<file path="config.mk">
export PLATFORM = sky130hd
export DESIGN_NAME = clk_div_prog
export DESIGN_NICKNAME = d
export VERILOG_FILES = /design/src/rtl/clk_div_prog.sv
export SDC_FILE = /design/constraint.sdc
export NUM_CORES = 1
export LEC_CHECK = 0
export ABC_AREA = 1
export BUFFER_PORTS_ARGS = -buffer_cell sky130_fd_sc_hd__buf_2
export CORE_MARGIN = 5
export CORE_UTILIZATION = 50
export DETAILED_ROUTE_END_ITERATION = 8
export PLACE_DENSITY = 0.68
export SETUP_SLACK_MARGIN = 0.3
export SYNTH_ARGS = -nofsm -noshare
export SYNTH_HDL_FRONTEND = slang
export SYNTH_SLANG_ARGS = --single-unit
</file>
<file path="constraint.sdc">
create_clock -name clk_in -period 2.6 [get_ports clk_in]
set_input_delay 0.39 -clock clk_in [delete_from_list [all_inputs] [get_ports clk_in]]
set_output_delay 0.39 -clock clk_in [all_outputs]
set_load 0.01 [all_outputs]
</file>
<file path="src/rtl/clk_div_prog.sv">
// Programmable clock divider with glitch-free divisor reload and
// run/halt/single-step control for CPU debug stepping.
`timescale 1ns/1ps
module clk_div_prog #(
   parameter int WIDTH       = 8,
   parameter int DEFAULT_DIV = 12
) (
   input  logic             clk_in,
   input  logic             reset,
   input  logic [WIDTH-1:0] div_in,
   input  logic             div_load,
   input  logic             run,
   input  logic             step,
   output logic             clk_out,
   output logic             clk_en,
   output logic             halted,
   output logic [WIDTH-1:0] div_cur
);

   typedef enum logic [1:0] {
      HALT,
      RUN,
      STEP
   } state_e;

   localparam logic [WIDTH-1:0] ONE = WIDTH'(1);
   localparam logic [WIDTH-1:0] TWO = WIDTH'(2);

   function automatic logic [WIDTH-1:0] clamp(input logic [WIDTH-1:0] v);
      clamp = (v[WIDTH-1:1] == '0) ? TWO : v;
   endfunction

   localparam logic [WIDTH-1:0] DEF_DIV = clamp(WIDTH'(DEFAULT_DIV));

   state_e           state_q, state_d;
   logic [WIDTH-1:0] cnt_q, cnt_d;
   logic [WIDTH-1:0] div_cur_q, div_cur_d;
   logic [WIDTH-1:0] div_pend_q, div_pend_d;
   logic             clk_out_q, clk_out_d;
   logic             clk_en_q, clk_en_d;

   logic [WIDTH-1:0] term_cnt;
   logic             at_term;
   logic [WIDTH:0]   hi;
   logic [WIDTH:0]   cnt_inc;
   logic             do_wrap;
   logic             do_count;

   assign term_cnt = div_cur_q - ONE;
   assign at_term  = (cnt_q == term_cnt);
   // Odd divisors round the high phase up, so it is one cycle longer.
   assign hi       = ({1'b0, div_cur_q} + {{WIDTH{1'b0}}, 1'b1}) >> 1;
   assign cnt_inc  = {1'b0, cnt_q} + {{WIDTH{1'b0}}, 1'b1};

   always_comb begin
      state_d  = state_q;
      do_wrap  = 1'b0;
      do_count = 1'b0;
      unique case (state_q)
         HALT: begin
            if (run) begin
               do_wrap = 1'b1;
               state_d = RUN;
            end else if (step) begin
               do_wrap = 1'b1;
               state_d = STEP;
            end
         end
         RUN, STEP: begin
            if (!at_term) begin
               do_count = 1'b1;
            end else if (run) begin
               do_wrap = 1'b1;
               state_d = RUN;
            end else begin
               state_d = HALT;
            end
         end
         default: state_d = HALT;
      endcase
   end

   always_comb begin
      cnt_d     = cnt_q;
      div_cur_d = div_cur_q;
      clk_out_d = 1'b0;
      clk_en_d  = 1'b0;
      // The divisor only switches at a wrap, so a period is never cut short.
      if (do_wrap) begin
         cnt_d     = '0;
         div_cur_d = div_pend_q;
         clk_out_d = 1'b1;
         clk_en_d  = 1'b1;
      end else if (do_count) begin
         cnt_d     = cnt_inc[WIDTH-1:0];
         clk_out_d = (cnt_inc < hi);
      end
   end

   assign div_pend_d = div_load ? clamp(div_in) : div_pend_q;

   always_ff @(posedge clk_in or negedge reset) begin
      if (!reset) begin
         state_q    <= HALT;
         cnt_q      <= DEF_DIV - ONE;
         div_cur_q  <= DEF_DIV;
         div_pend_q <= DEF_DIV;
         clk_out_q  <= 1'b0;
         clk_en_q   <= 1'b0;
      end else begin
         state_q    <= state_d;
         cnt_q      <= cnt_d;
         div_cur_q  <= div_cur_d;
         div_pend_q <= div_pend_d;
         clk_out_q  <= clk_out_d;
         clk_en_q   <= clk_en_d;
      end
   end

   assign clk_out = clk_out_q;
   assign clk_en  = clk_en_q;
   assign halted  = (state_q == HALT);
   assign div_cur = div_cur_q;

endmodule

</file>
==> impl_metrics.ini <==
[sta]
slew_headroom_pct = 59.80
max_freq_mhz = 447.2
worst_slack_ns = 0.3637
setup_viol = 0
hold_viol_final = 0
final.setup.tns_ns = 0
fin_crit_ns = 2.236
rsz0062_at_grt = true
slew_violations = 0
finalCritPeriodShare_pct = 86.01
worst_pin_slew_ns = 0.6029
fin_skew_ns = 0.003545

[synthesis]
yosysMostFrequentCell = nand2_1
synth_cell_types = 31
yosys_register_bits = 28
synth_nets = 303
synth_cells = 278
synth-main-ff-cell = dfrtp_1
yosys.area.top_type = dfrtp_1
avgSynthCellArea_sq_um = 7.395
synth_area_sq_um = 2056
synth_top_area_share_pct = 25.56
synth.area.top_cells = dfrtp_1, nand2_1, dfstp_2
yosysSeqAreaShare_pct = 34.51
synth_enable_flop_cells = 0
synth_common_cells = nand2_1, nand3_1, inv_1
ys_warn_count = 0
async_flop_share_pct = 100.0

[place]
port_buffers = 23
placed_cells = 345
place_hpwl_microns = 3374
pre_cts_slack_ns = 0.3086
place_area_sq_um = 2188
gp_congestion = 0.8589

[pwr]
p_int_mw = 1.336
power_switching_mw = 1.170
leakage_nw = 1.281
power_frac_comb_pct = 56.8
vdd_drop_max_uv = 616.1
pwr-share-seq_pct = 29.7
swShare_pct = 46.70
p_clk_share_pct = 13.5
cellPowerDensity_nw_per_um2 = 1056

[clocking]
cts.path.max_buffers = 2
clkSlewWorstSetupHoldPaths_ns = 0.09
cts_buffers = 3
cts_max_level = 1
cts_tree = done
insertion_delay_ns = 0.27
cts_num_sinks = 28
postCtsHoldBufs = 0
cts_root_buf = clkbuf_8

[critical_path]
cp-start-kind = flip-flop
timing.rr.start = div_cur[2]
reg2regPathDepth = 13
cp_cell_sequence = buf_4, nand3_1, nor2_2, nand2_1, xor2_1, ha_1, nand2_2, inv_2, nand4_1, nand4_1, nor2_1, nand3_1, nand2_1
crit_arrival_ns = 2.45
slowest_stage = dfstp_2
worstSetupEndpoint = clk_out
cp-startpoint = div_cur[2]
worstPathMaxFanout = 7
critPathCaptureType = flip-flop
slowest_delay_ns = 0.58
crit_required_ns = 2.81
reg2reg_to = clk_out
regToRegSetupSlack_ns = 0.36
crit_type = reg -> reg

[detailed_routing]
drtPass1Iterations = 6
postRouteWirelength_microns = 4463
ant_nets = 0
drc_errors = 0
vias = 1803
drt_iter0_drc = 68
wl_per_cell_microns = 12.57
via_per_inst = 5.079

[floorplan]
dieArea_sq_um = 5494
die_w_microns = 74.12
num_rows = 23
initial_utilization_pct = 51.39
pin_count = 24
core_area_sq_um = 4000
fp.dieH_microns = 74.12

[hold_path]
holdCritPathClass = in -> async

[layout]
syn_to_final_growth_pct = 15.46
instances_no_fill = 355
final_nets = 331
final_area_sq_um = 2374
drive_above_1_share_pct = 25.25
antenna_cells = 0

[global_route]
grt_pass1_vias = 1689
grt_overflow = 0
grt_first_pass_wirelength_microns = 7603
grt_antenna_before_repair = 0
grtUsageMet3_pct = 2.297
use_met1_pct = 22.59
grt-busiest-layer = met2
track_usage_pct = 17.64
met2_usage_pct = 30.71
grt_max_degree = 29

[run]
maxCapViolations = 0

[run_status]
status = finished clean
cell type report:
cell class	count	area, sq um
clock buffer	3	41.29
clock inverter	1	30.03
fill	369	1627
inverter	36	140.1
multi-input combinational	205	1206
sequential	28	710.7
tap	50	62.56
timing repair buffer	32	182.7
sequential cells by signal, indices dropped and copies added, names as in the netlist:
name	count
div_pend_q	8
div_cur	8
clk_en	1
state_q	2
clk_out	1
cnt_q	8
per-layer routing:
layer  part of all wire [%]  wire length [microns]
met4                    1.5                     69
met1                     47                   2098
met5                      0                      0
met3                    3.1                    140
met2                     48                   2154
worst min-delay path by stage:
stage	slack, ns	startpoint	cells past startpoint	end
after global routing	0.16	reset	1	div_pend_q[4]
after detailed placement	0.44	reset	1	div_pend_q[4]
after CTS	0.13	reset	1	div_pend_q[5]
after floorplan	0.09	reset	0	clk_en
final	0.11	reset	1	div_pend_q[4]
after global placement	0.43	reset	1	div_pend_q[4]
timing repair:
| item | CTS | global route |
|---|---|---|
| gates resized for setup | 1 | 16 |
| pin swaps | 0 | 5 |
| setup buffers | 0 | 6 |
| endpoints found under the setup margin | 1 | 1 |
through the flow:
stage | hold WS (ns) | total power, mW | utilization (%)
6_report | 0.1118 | 2.506 | 59.34
5_1_grt | 0.1570 | 2.743 | 59.34
3_3_place_gp | 0.4350 | 2.026 | 54.71
2_1_floorplan | 0.09441 | 1.741 | -
4_1_cts | 0.1345 | 2.399 | 56.52
3_5_place_dp | 0.4367 | 2.053 | 54.71
cells in the final DEF, fill, tap and decap left out, drive strengths merged:
cell type / instances
nand3: 34
xor2: 12
nand3b: 1
a21oi: 4
bufinv: 1
inv: 34
and3b: 1
dfstp: 7
clkbuf: 3
ha: 12
nor2: 19
o21ai: 11
nor3: 1
nand2: 97
buf: 32
dfrtp: 21
xnor2: 5
o211ai: 1
nor4: 1
clkinv: 2
nand4: 6
critical path: cells and delay by family (launching register included):
| family | cells | cell delay (ns) |
|---|---|---|
| simple gates | 9 | 0.88 |
| xor+xnor | 1 | 0.15 |
| buf+inv | 2 | 0.23 |
| fa+ha+maj | 1 | 0.32 |
| flops | 1 | 0.58 |
power groups by stage:
stage	clock, mW	combinational, mW	sequential [mW]
2_1_floorplan	0	1.04	0.703
3_3_place_gp	0	1.28	0.750
3_5_place_dp	0	1.30	0.754
4_1_cts	0.346	1.31	0.747
5_1_grt	0.369	1.61	0.763
6_report	0.337	1.42	0.745
cells by family after synthesis:
group / Yosys count / share of synthesized area (%)
buffers and inverters: 45 / 10.10
adders and majority gates: 12 / 7.304
and+or+nand+nor: 160 / 36.82
xor gates and xnor gates: 17 / 7.243
DFF: 28 / 34.51
AOI/OAI and AO/OA: 16 / 4.017
(Power assumes the default switching activity.)
